### config.mk
export PLATFORM = sky130hd
export DESIGN_NAME = line_encoder_flat
export DESIGN_NICKNAME = d
export VERILOG_FILES = /design/src/rtl/line_encoder_if.sv /design/src/rtl/line_encoder.sv /design/src/flat_wrapper.sv
export SDC_FILE = /design/constraint.sdc
export NUM_CORES = 1
export LEC_CHECK = 0
export CORE_ASPECT_RATIO = 0.8
export CORE_MARGIN = 2
export CORE_UTILIZATION = 30
export DETAILED_ROUTE_END_ITERATION = 7
export HOLD_SLACK_MARGIN = 0.03
export PLACE_DENSITY = 0.54
export SETUP_SLACK_MARGIN = 0.1
export SKIP_LAST_GASP = 1
export SYNTH_ARGS = -nofsm -noshare
export SYNTH_HDL_FRONTEND = slang
export SYNTH_SLANG_ARGS = --single-unit
### constraint.sdc
create_clock -name clk -period 1.6 [get_ports clk]
set_input_delay 0.32 -clock clk [delete_from_list [all_inputs] [get_ports clk]]
set_output_delay 0.32 -clock clk [all_outputs]
set_load 0.03 [all_outputs]
### src/rtl/line_encoder_if.sv
// Request/offer bundle for line_encoder: eight request lines in, encoded event handshake out.
interface line_encoder_if;
   logic       x0, x1, x2, x3, x4, x5, x6, x7;
   logic       ack;
   logic       clr_ovf;
   logic [2:0] num;
   logic       valid;
   logic [7:0] pending;
   logic       overflow;

   modport master (
      output x0, x1, x2, x3, x4, x5, x6, x7, ack, clr_ovf,
      input  num, valid, pending, overflow
   );

   modport slave (
      input  x0, x1, x2, x3, x4, x5, x6, x7, ack, clr_ovf,
      output num, valid, pending, overflow
   );
endinterface

### src/rtl/line_encoder.sv
// 8-to-3 event encoder: captures request-line events into a pending register and offers one at a time.
// Define LINE_ENCODER_ROUND_ROBIN_EN for round-robin selection instead of fixed highest-index priority.
module line_encoder #(
   parameter int EDGE_MODE = 1
) (
   input  logic           clk,
   input  logic           reset,
   line_encoder_if.slave  bus
);

   typedef enum logic {IDLE, OFFER} state_t;

   state_t     state_q, state_d;
   logic [7:0] x_vec, x_q;
   logic [7:0] ev, clr;
   logic [7:0] pending_q, pending_d;
   logic [2:0] num_q, num_d;
   logic       ovf_q, ovf_d, ovf_set;
   logic [2:0] sel_idx;
   logic       sel_any;
`ifdef LINE_ENCODER_ROUND_ROBIN_EN
   logic [2:0] last_q, last_d;
   logic [2:0] cand;
`endif

   assign x_vec = {bus.x7, bus.x6, bus.x5, bus.x4, bus.x3, bus.x2, bus.x1, bus.x0};

   always_comb begin
      ev = (EDGE_MODE != 0) ? (x_vec & ~x_q) : x_vec;
      clr = '0;
      if (state_q == OFFER && bus.ack) clr[num_q] = 1'b1;
      pending_d = (pending_q & ~clr) | ev;
      // A fresh edge on the line being acknowledged this cycle is a new event, not a lost one.
      ovf_set = (EDGE_MODE != 0) && (|(ev & pending_q & ~clr));
      if (ovf_set)          ovf_d = 1'b1;
      else if (bus.clr_ovf) ovf_d = 1'b0;
      else                  ovf_d = ovf_q;
   end

   // Scan from lowest to highest priority so the last hit wins.
   always_comb begin
      sel_idx = '0;
      sel_any = |pending_q;
`ifdef LINE_ENCODER_ROUND_ROBIN_EN
      cand = '0;
      for (int unsigned k = 0; k < 8; k++) begin
         cand = last_q + 3'(k);
         if (pending_q[cand]) sel_idx = cand;
      end
`else
      for (int unsigned k = 0; k < 8; k++) begin
         if (pending_q[k]) sel_idx = 3'(k);
      end
`endif
   end

   always_comb begin
      state_d = state_q;
      num_d   = num_q;
`ifdef LINE_ENCODER_ROUND_ROBIN_EN
      last_d  = last_q;
`endif
      unique case (state_q)
         IDLE: begin
            if (sel_any) begin
               num_d   = sel_idx;
               state_d = OFFER;
            end
         end
         OFFER: begin
            if (bus.ack) begin
               state_d = IDLE;
`ifdef LINE_ENCODER_ROUND_ROBIN_EN
               last_d  = num_q;
`endif
            end
         end
         default: state_d = IDLE;
      endcase
   end

   always_ff @(posedge clk) begin
      if (reset) begin
         state_q   <= IDLE;
         x_q       <= '0;
         pending_q <= '0;
         num_q     <= '0;
         ovf_q     <= 1'b0;
`ifdef LINE_ENCODER_ROUND_ROBIN_EN
         last_q    <= '0;
`endif
      end else begin
         state_q   <= state_d;
         x_q       <= x_vec;
         pending_q <= pending_d;
         num_q     <= num_d;
         ovf_q     <= ovf_d;
`ifdef LINE_ENCODER_ROUND_ROBIN_EN
         last_q    <= last_d;
`endif
      end
   end

   assign bus.num      = num_q;
   assign bus.valid    = (state_q == OFFER);
   assign bus.pending  = pending_q;
   assign bus.overflow = ovf_q;

endmodule

### src/flat_wrapper.sv
// flat-port wrapper written by rule: the top's interface ports become plain ports
module line_encoder_flat 
#(
   parameter int EDGE_MODE = 1
)
  (clk, reset, bus_x0, bus_x1, bus_x2, bus_x3, bus_x4, bus_x5, bus_x6, bus_x7, bus_ack, bus_clr_ovf, bus_num, bus_valid, bus_pending, bus_overflow);
  line_encoder_if bus_i ();
  input  logic clk;
  input  logic reset;
  input wire logic [$bits(bus_i.x0)-1:0] bus_x0;
  input wire logic [$bits(bus_i.x1)-1:0] bus_x1;
  input wire logic [$bits(bus_i.x2)-1:0] bus_x2;
  input wire logic [$bits(bus_i.x3)-1:0] bus_x3;
  input wire logic [$bits(bus_i.x4)-1:0] bus_x4;
  input wire logic [$bits(bus_i.x5)-1:0] bus_x5;
  input wire logic [$bits(bus_i.x6)-1:0] bus_x6;
  input wire logic [$bits(bus_i.x7)-1:0] bus_x7;
  input wire logic [$bits(bus_i.ack)-1:0] bus_ack;
  input wire logic [$bits(bus_i.clr_ovf)-1:0] bus_clr_ovf;
  output wire logic [$bits(bus_i.num)-1:0] bus_num;
  output wire logic [$bits(bus_i.valid)-1:0] bus_valid;
  output wire logic [$bits(bus_i.pending)-1:0] bus_pending;
  output wire logic [$bits(bus_i.overflow)-1:0] bus_overflow;
  assign bus_i.x0 = bus_x0;
  assign bus_i.x1 = bus_x1;
  assign bus_i.x2 = bus_x2;
  assign bus_i.x3 = bus_x3;
  assign bus_i.x4 = bus_x4;
  assign bus_i.x5 = bus_x5;
  assign bus_i.x6 = bus_x6;
  assign bus_i.x7 = bus_x7;
  assign bus_i.ack = bus_ack;
  assign bus_i.clr_ovf = bus_clr_ovf;
  assign bus_num = bus_i.num;
  assign bus_valid = bus_i.valid;
  assign bus_pending = bus_i.pending;
  assign bus_overflow = bus_i.overflow;
  line_encoder #(.EDGE_MODE(EDGE_MODE)) u_core (.clk(clk), .reset(reset), .bus(bus_i));
endmodule
Yosys cells after proc, flatten, opt, wreduce, memory -nomap -nowiden

Index checks and enable logic that the tools add are counted.

Magnitude comparators: 2
Bitwise logic cells: 8
Multiplexer cells: 15
Reduce and logical (&&, ||, !) cells: 6

Operators with widths:

| cell                 | number |
|---|---|
| $and A8 B8 Y8        | 4 |
| $not A8 Y8           | 2 |
| $reduce_or A8 Y1     | 2 |
| $mux W3              | 4 |
| $mux W8              | 1 |
| $or A8 B8 Y8         | 1 |
| $mux W1              | 6 |
| $lt A3 B4 Y1 const B | 1 |
| $mux W2              | 2 |
| $demux W1 S3         | 1 |
| $ge A3 B1 Y1 const B | 1 |
| $logic_and A1 B1 Y1  | 2 |
| $pmux W1 S2          | 1 |
| $reduce_and A2 Y1    | 1 |
| $reduce_bool A2 Y1   | 1 |
| $not A1 Y1           | 1 |

Flip-flop bits (word level): 21
Output and inout port bits: 13
Input port bits: 12
Logic and storage cells: 36

Longest topological paths before layout

Gate-level depths: netlist of the first run.

Depth in word-level cells: 9
Gate-level depth with buffers: 4
Mapped depth without buffers: 4

Worst setup path before layout of the first run

OpenSTA, ideal clock, no wires.

Path kind: flip-flop to flip-flop
Start: register u_core.state_q (netlist: u_core.bus.valid)
End: register u_core.ovf_q (netlist: u_core.bus.overflow)
Setup slack: 0.012 ns
Arrival: 1.462 ns
Required time: 1.475 ns
Setup time: 0.125 ns
Path buffers: 0
Clock period less this slack: 1.588 ns
Cell stages (with the launch flop): 5
Cells stage by stage: dfxtp_1 -> nand3_2 -> o31ai_4 -> o22ai_1 -> o41a_1

Cells in the longest elaborated chain, start to end: 6
Elaborated cells on any way between the ends: 7
Classes of those cells: 2 x mux; 2 x bitwise; 3 x reduce/logical

RTL lines:

| element                                       | RTL line           | RTL |
|---|---|---|
| start, declared                               | line_encoder.sv:13 | `state_t state_q, state_d;` |
| start signal, assigned                        | line_encoder.sv:93 | `state_q <= state_d;` |
| $logic_and A1 B1 Y1 *                         | line_encoder.sv:31 | `if (state_q == OFFER && bus.ack) clr[num_q] = 1'b1;` |
| $mux W8 *                                     | line_encoder.sv:31 |  |
| $not A8 Y8 *                                  | line_encoder.sv:34 | `ovf_set = (EDGE_MODE != 0) && (\|(ev & pending_q & ~clr));` |
| $and A8 B8 Y8 *                               | line_encoder.sv:34 |  |
| $reduce_or A8 Y1 *                            | line_encoder.sv:34 |  |
| $mux W1 or $reduce_bool A2 Y1 (tied branches) | -                  |  |
| end signal, assigned                          | line_encoder.sv:97 | `ovf_q <= ovf_d;` |
| end, declared                                 | line_encoder.sv:18 | `logic ovf_q, ovf_d, ovf_set;` |

Mark *: on every way between the ends. The rest lies on a longest branch, timed or not.
A chain may end at the register's enable or synchronous reset.

Worst setup path after layout of the first run

Start: register u_core.pending_q[3] (netlist: u_core.bus.pending[3])
End: output port bus_pending[3]

RTL lines:

| element                | RTL line           | RTL |
|---|---|---|
| start, declared        | line_encoder.sv:16 | `logic [7:0] pending_q, pending_d;` |
| start signal, assigned | line_encoder.sv:95 | `pending_q <= pending_d;` |
| end, declared          | flat_wrapper.sv:22 | `output wire logic [$bits(bus_i.pending)-1:0] bus_pending;` |

No word-level cell between the ends.

==> flow_summary_export.csv, run 1 <==
group,metric,value,unit
status,status,"finished clean",
yosys,synth_flop_cell,"dfxtp_1",
detailed_routing,ant_nets,0,
place,placement.setup.worst_slack,-0.278,ns
clock_network,cts.sinks,21,
detailed_routing,firstDrtPassIters,4,
final_layout,fin_nets,136,
detailed_routing,wl_per_cell,11.8,um
yosys,yosysTopAreaCell,"dfxtp_1",
setup_path,critPathBufInv,1,
clock_network,cts_buffers,3,
final_layout,seqCellArea,428,sq um
clock_network,clk-insertion-delay-late,0.30,ns
yosys,ys_ff_latch,21,
setup_path,path_max_fanout,5,
setup_path,critPathSlowestCell,"dfxtp_1",
clock_network,ctsHoldBuffers,0,
hold_path,min_to,"u_core.bus.valid$_SDFF_PP0_",
clock_network,cts.clk_slew.worst_paths,0.11,ns
yosys,synthTopCellsByCount,"dfxtp_1, nand2b_1, a21oi_1, nor2b_1",
setup_path,reg2reg_to,"u_core.bus.overflow$_SDFFE_PP0P_",
timing,rsz0062_at_grt,"true",
floorplan,fp.dieW,63.2,um
place,gp_congestion,0.803,
clock_network,clock_path_buffers,2,
yosys,synthTopCellsByArea,"dfxtp_1, nand2b_1, a21oi_1",
place,dp_cells,157,
setup_path,ff2ff_path_depth,4,
hold_path,min_from,"bus_ack",
hold_path,hold_path_depth,2,
yosys,syn_inst,90,
setup_path,worstSetupPathType,"register to output port",
setup_path,start_kind,"register",
power_and_ir_drop,power_leakage,0.482,nW
hold_path,min_path_type,"input pin to register",
timing,fmax,679,MHz
global_routing,track_usage,13.4,%
yosys,yosysUniqueCellTypes,23,
setup_path,cpPeakStageDelay,0.43,ns
timing,layout_setup_ws,0.128,ns
timing,worst_pin_slew,0.331,ns
place,dpl.hpwl,1400,um
timing,finalCritPeriodShare,92.0,%
yosys,synth_edf_count,0,
final_layout,area_delta_synth_final,43.4,%
timing,setup_viol,0,
final_layout,multiInputGateArea,428,sq um
floorplan,start_util,30.9,%
global_routing,grt_pass1_wl,3350,um
detailed_routing,totalWireLength,1900,um
setup_path,critPathArrivalTime,1.15,ns
timing,relSlewSlack,77.7,%
final_layout,finalInstanceArea,1210,sq um
place,port_buffers,24,
clock_network,cts_setup_buffers,0,
timing,hold_viol,0,
detailed_routing,viasPerCell,4.75,
timing,finClkSkew,0.00401,ns
global_routing,antenna_found_initial,0,
yosys,synth_warnings,0,
power_and_ir_drop,cellPowerDensity,945,nW/um^2
floorplan,core-area,2720,sq um
setup_path,cp_cell_sequence,"dlygate4sd2_1",
global_routing,grt_max_degree,22,
yosys,synth_top_area_share,49.9,%
yosys,async_flop_share,0,%
floorplan,dieArea,3250,sq um
job,drv_cap,0,
yosys,yosys.cell_count.top_type,"dfxtp_1",
place,place_area,1190,sq um
yosys,syn_area_per_cell,9.36,sq um
yosys,ys_seq_area_share,49.9,%
final_layout,fin_cells,161,
setup_path,reg2reg_slack,0.20,ns
setup_path,cpLargestDelayFamily,"flip-flops",
global_routing,gr-total-overflow,0,
timing,period_minus_slack,1.47,ns
final_layout,drive_gt1_share,22.0,%
detailed_routing,drc,0,
detailed_routing,vias,765,
setup_path,crit_required,1.28,ns
yosys,synth_fp_nets,102,
global_routing,grt_pass1_vias,726,
clock_network,htree_levels,1,
floorplan,dieHeight,51.4,um
final_layout,diodes,0,
setup_path,reg2reg_from,"u_core.bus.valid$_SDFF_PP0_",
timing,slew_violations,0,
floorplan,fp-row-count,17,
floorplan,ios,25,
final_layout,nFillCells,297,
setup_path,endpoint_kind,"output port",
clock_network,cts_root_buf,"clkbuf_4",
power_and_ir_drop,vdd_drop_max,0.372,mV
yosys,netlist_area,842,sq um
detailed_routing,drtIter0Drc,14,
clock_network,cts_tree,"yes",
[cells in the final DEF, fill, tap and decap left out, types with 2 or more instances in the layout]
| master | instances |
|---|---|
| a311oi_1 | 2 |
| nand2b_1 | 12 |
| dfxtp_2 | 3 |
| clkbuf_2 | 6 |
| o21ai_1 | 5 |
| o21ai_0 | 2 |
| buf_4 | 6 |
| a21oi_1 | 11 |
| nor2_1 | 6 |
| nor2b_1 | 8 |
| inv_1 | 3 |
| dlygate4sd2_1 | 7 |
| nor4_2 | 2 |
| clkbuf_4 | 3 |
| nand2_1 | 2 |
| dfxtp_1 | 17 |
| o22ai_1 | 3 |
| clkdlybuf4s50_1 | 10 |
[metrics by stage]
stage / power (mW) / util (%) / TNS, ns / hold slack, ns
floorplan: 0.778 / - / 0 / 0.392
global placement: 0.921 / 43.8 / -0.246 / 0.491
detailed placement: 0.921 / 43.8 / -0.278 / 0.494
CTS: 1.16 / 44.4 / 0 / 0.438
global route: 1.22 / 44.3 / 0 / 0.451
finish: 1.14 / 44.3 / 0 / 0.459
[report_power, final]
part	leakage, nW	internal, mW	switching [mW]	total, mW
sequential	0.177	0.567	0.0493	0.616
clock	0.0150	0.0972	0.151	0.248
combinational	0.291	0.127	0.150	0.277
total	0.482	0.791	0.350	1.14
[layer usage]
layer	GRT usage (%)	part of all wire, %
met1	16.7	49
met2	21.3	44
met3	6.17	6.6
met4	3.26	0.58
met5	0	0
[layout make-up]
type,instances,share of cell area (%)
Sequential cell,21,35.4
Multi-Input combinational cell,64,35.4
Timing Repair Buffer,31,22.1
Tap cell,38,3.94
Clock buffer,4,2.18
Inverter,3,0.933
[state kept, by name, summed over array words and instances (netlist names)]
signal / flops
u_core.bus.valid: 1
u_core.bus.overflow: 1
u_core.bus.num: 3
u_core.x_q: 8
u_core.bus.pending: 8
[repair_timing]
action	CTS	global route
pin swaps	1	0
endpoints found under the setup margin	14	11
gates resized for setup	15	18
[cells by family (layout without fill, tap and decap cells)]
family | count (synthesis) | after routing | synth area share [%]
AOI/OAI and AO/OA | 30 | 30 | 23.8
buffers and inverters | 5 | 38 | 2.23
DFF | 21 | 21 | 49.9
and+or+nand+nor | 34 | 34 | 24.1
[how the worst max path moves through the flow]
stage / start / to / cells past startpoint
global placement: bus_ack / u_core.bus.overflow$_SDFFE_PP0P_ / 5
CTS: u_core.bus.pending[2]$_SDFF_PP0_ / bus_pending[2] / 1
floorplan: u_core.bus.num[2]$_SDFFE_PP0P_ / u_core.bus.overflow$_SDFFE_PP0P_ / 4
detailed placement: bus_ack / u_core.bus.overflow$_SDFFE_PP0P_ / 5
finish: u_core.bus.pending[3]$_SDFF_PP0_ / bus_pending[3] / 1
global route: u_core.bus.pending[0]$_SDFF_PP0_ / bus_pending[0] / 1
Note: power is estimated with default switching activity, not from simulation.
==> run 2: changes to the inputs <==
--- a/config.mk
+++ b/config.mk
@@ -5,6 +5,7 @@
 export SDC_FILE = /design/constraint.sdc
 export NUM_CORES = 1
 export LEC_CHECK = 0
+export CAP_MARGIN = 20
 export CORE_ASPECT_RATIO = 0.8
 export CORE_MARGIN = 2
 export CORE_UTILIZATION = 30
==> results of run 2 <==
No change in the layout: final DEF, timing and power equal those of run 1.
==> run 3: changes to the inputs <==
==> constraint.sdc (replaced) <==
create_clock -name clk -period 1.37 [get_ports clk]
set_input_delay 0.2055 -clock clk [delete_from_list [all_inputs] [get_ports clk]]
set_output_delay 0.2055 -clock clk [all_outputs]
set_load 0.03 [all_outputs]
==> run 3 against run 2 <==
Clock power is 22% higher. Final cell count is 1.9% higher. Highest routed layer is now met3. Non-clock buffer count is 3 higher. Combinational power is 26% higher. Die area stayed put. Core utilization is 2.5 points higher. Final area is 5.7% higher. Clock skew is 0.0022 ns higher. Global-route usage is 0.46 points lower.
==> flow_summary_export.csv, run 3 (synthesis results as in run 1) <==
group,metric,value,unit
status,status,"finished clean",
final_layout,post-route-util,46.9,%
clock_network,ctsHoldBuffers,0,
timing,finalCritPeriodShare,99.6,%
hold_path,hold_path_depth,2,
clock_network,cts.clk_slew.worst_paths,0.11,ns
setup_path,cpPeakStageDelay,0.39,ns
final_layout,fin_cells,164,
power_and_ir_drop,power_leakage,0.502,nW
final_layout,finalInstanceArea,1280,sq um
setup_path,ff2ff_path_depth,5,
job,drv_cap,0,
global_routing,grt_most_used_layer,"met2",
setup_path,start_kind,"register",
setup_path,cp_cell_sequence,"buf_4, nand3_4, o21ai_2, o22ai_2, o41a_1",
timing,rsz0062_at_grt,"true",
setup_path,crit_required,1.57,ns
final_layout,area_delta_synth_final,51.6,%
global_routing,gr-total-overflow,0,
clock_network,htree_levels,1,
place,dpl.hpwl,1420,um
place,placement.setup.worst_slack,-0.420,ns
setup_path,critPathArrivalTime,1.57,ns
power_and_ir_drop,p_total,1.38,mW
place,place_area,1250,sq um
global_routing,met2_usage,21.1,%
global_routing,grt_util_met3,4.85,%
final_layout,drive_gt1_share,38.1,%
setup_path,reg2reg_to,"u_core.bus.overflow$_SDFFE_PP0P_",
timing,finClkSkew,0.00617,ns
setup_path,endpoint_kind,"register",
final_layout,nFillCells,305,
timing,setup_viol,0,
global_routing,grt_pass1_wl,3230,um
clock_network,clk-insertion-delay-late,0.31,ns
detailed_routing,totalWireLength,1920,um
setup_path,path_max_fanout,4,
setup_path,critPathSlowestCell,"o41a_1",
timing,relSlewSlack,78.5,%
final_layout,diodes,0,
floorplan,start_util,30.9,%
timing,worst_pin_slew,0.321,ns
global_routing,track_usage,13.0,%
clock_network,cts_buffers,3,
hold_path,min_from,"bus_ack",
setup_path,worstSetupPathType,"register to register",
power_and_ir_drop,cellPowerDensity,1080,nW/um^2
power_and_ir_drop,vdd_drop_max,0.657,mV
timing,fmax,733,MHz
detailed_routing,ant_nets,0,
global_routing,grt_max_degree,22,
floorplan,fp.dieW,63.2,um
place,port_buffers,24,
final_layout,final_cell_mix,"dfxtp_1, nand2b_1, a21oi_1",
floorplan,fp-row-count,17,
timing,slew_violations,0,
final_layout,final_common_cell,"dfxtp_1",
clock_network,cts.sinks,21,
floorplan,dieArea,3250,sq um
global_routing,use_met1,16.7,%
global_routing,antenna_found_initial,0,
detailed_routing,drtIter0Drc,27,
timing,fin_setup_tns,0,ns
place,gp_congestion,0.781,
floorplan,core-area,2720,sq um
final_layout,fin_nets,139,
detailed_routing,drc,0,
setup_path,reg2reg_from,"u_core.bus.num[1]$_SDFFE_PP0P_",
timing,layout_setup_ws,0.00601,ns
floorplan,dieHeight,51.4,um
detailed_routing,vias,741,
global_routing,grt_pass1_vias,707,
hold_path,min_path_type,"input pin to register",
detailed_routing,wl_per_cell,11.7,um
detailed_routing,viasPerCell,4.52,
floorplan,ios,25,
hold_path,min_to,"u_core.bus.valid$_SDFF_PP0_",
place,dp_cells,157,
detailed_routing,firstDrtPassIters,4,
timing,period_minus_slack,1.36,ns
clock_network,cts_root_buf,"clkbuf_4",
clock_network,clock_path_buffers,2,
clock_network,cts_tree,"yes",
setup_path,reg2reg_slack,0.006,ns
timing,hold_viol,0,
timing,finalHoldWorstSlack,0.347,ns
[run 3: cell types whose count changed in the layout (fill, tap and decap cells not counted), sizes merged]
cell / previous run / this run
buf: 7 / 19
clkbuf: 10 / 5
clkdlybuf4s15: 1 / 2
clkinv: 0 / 1
dlygate4sd2: 7 / 1
[run 3: report_power, final]
group | total, mW | leakage [nW] | internal (mW) | switching, mW
logic | 0.350 | 0.306 | 0.164 | 0.187
registers | 0.727 | 0.178 | 0.665 | 0.0622
clock network | 0.303 | 0.0177 | 0.109 | 0.194
[run 3: worst max path at each step]
| stage | startpoint | end | slack (ns) | cells after the start |
|---|---|---|---|---|
| after floorplan | u_core.bus.valid$_SDFF_PP0_ | u_core.bus.overflow$_SDFFE_PP0P_ | 0.06 | 4 |
| after global placement | bus_ack | u_core.bus.overflow$_SDFFE_PP0P_ | -0.42 | 5 |
| after detailed placement | bus_ack | u_core.bus.overflow$_SDFFE_PP0P_ | -0.42 | 5 |
| after CTS | u_core.bus.pending[1]$_SDFF_PP0_ | bus_pending[1] | -0.02 | 1 |
| after global routing | u_core.bus.num[1]$_SDFFE_PP0P_ | u_core.bus.overflow$_SDFFE_PP0P_ | -0.05 | 4 |
| final | u_core.bus.num[1]$_SDFFE_PP0P_ | u_core.bus.overflow$_SDFFE_PP0P_ | 0.006 | 5 |
[run 3: critical path, delay by kind of cell, from the launching register on]
family / cells / cell delay (ns)
compound gates: 3 / 0.68
buf+inv: 1 / 0.11
flops: 1 / 0.37
simple gates: 1 / 0.09
[run 3: what timing repair did]
item | CTS | global route
setup endpoints to repair | 16 | 13
resized for setup | 45 | 19
setup buffers | 2 | 1
pin swaps | 5 | 0
[run 3: cell type report]
type,instances,area (sq um),area share [%]
Multi-Input combinational cell,64,477,37.4
Sequential cell,21,440,34.5
Timing Repair Buffer,34,273,21.4
Tap cell,38,47.5,3.73
Clock buffer,3,22.5,1.76
Inverter,3,11.3,0.882
Clock inverter,1,5.00,0.392
[run 3: routing by layer]
metal,part of all wire (%),vias up
met2,45,20
met3,5.8,0
li1,-,391
met5,0,-
met1,49,330
met4,0,0
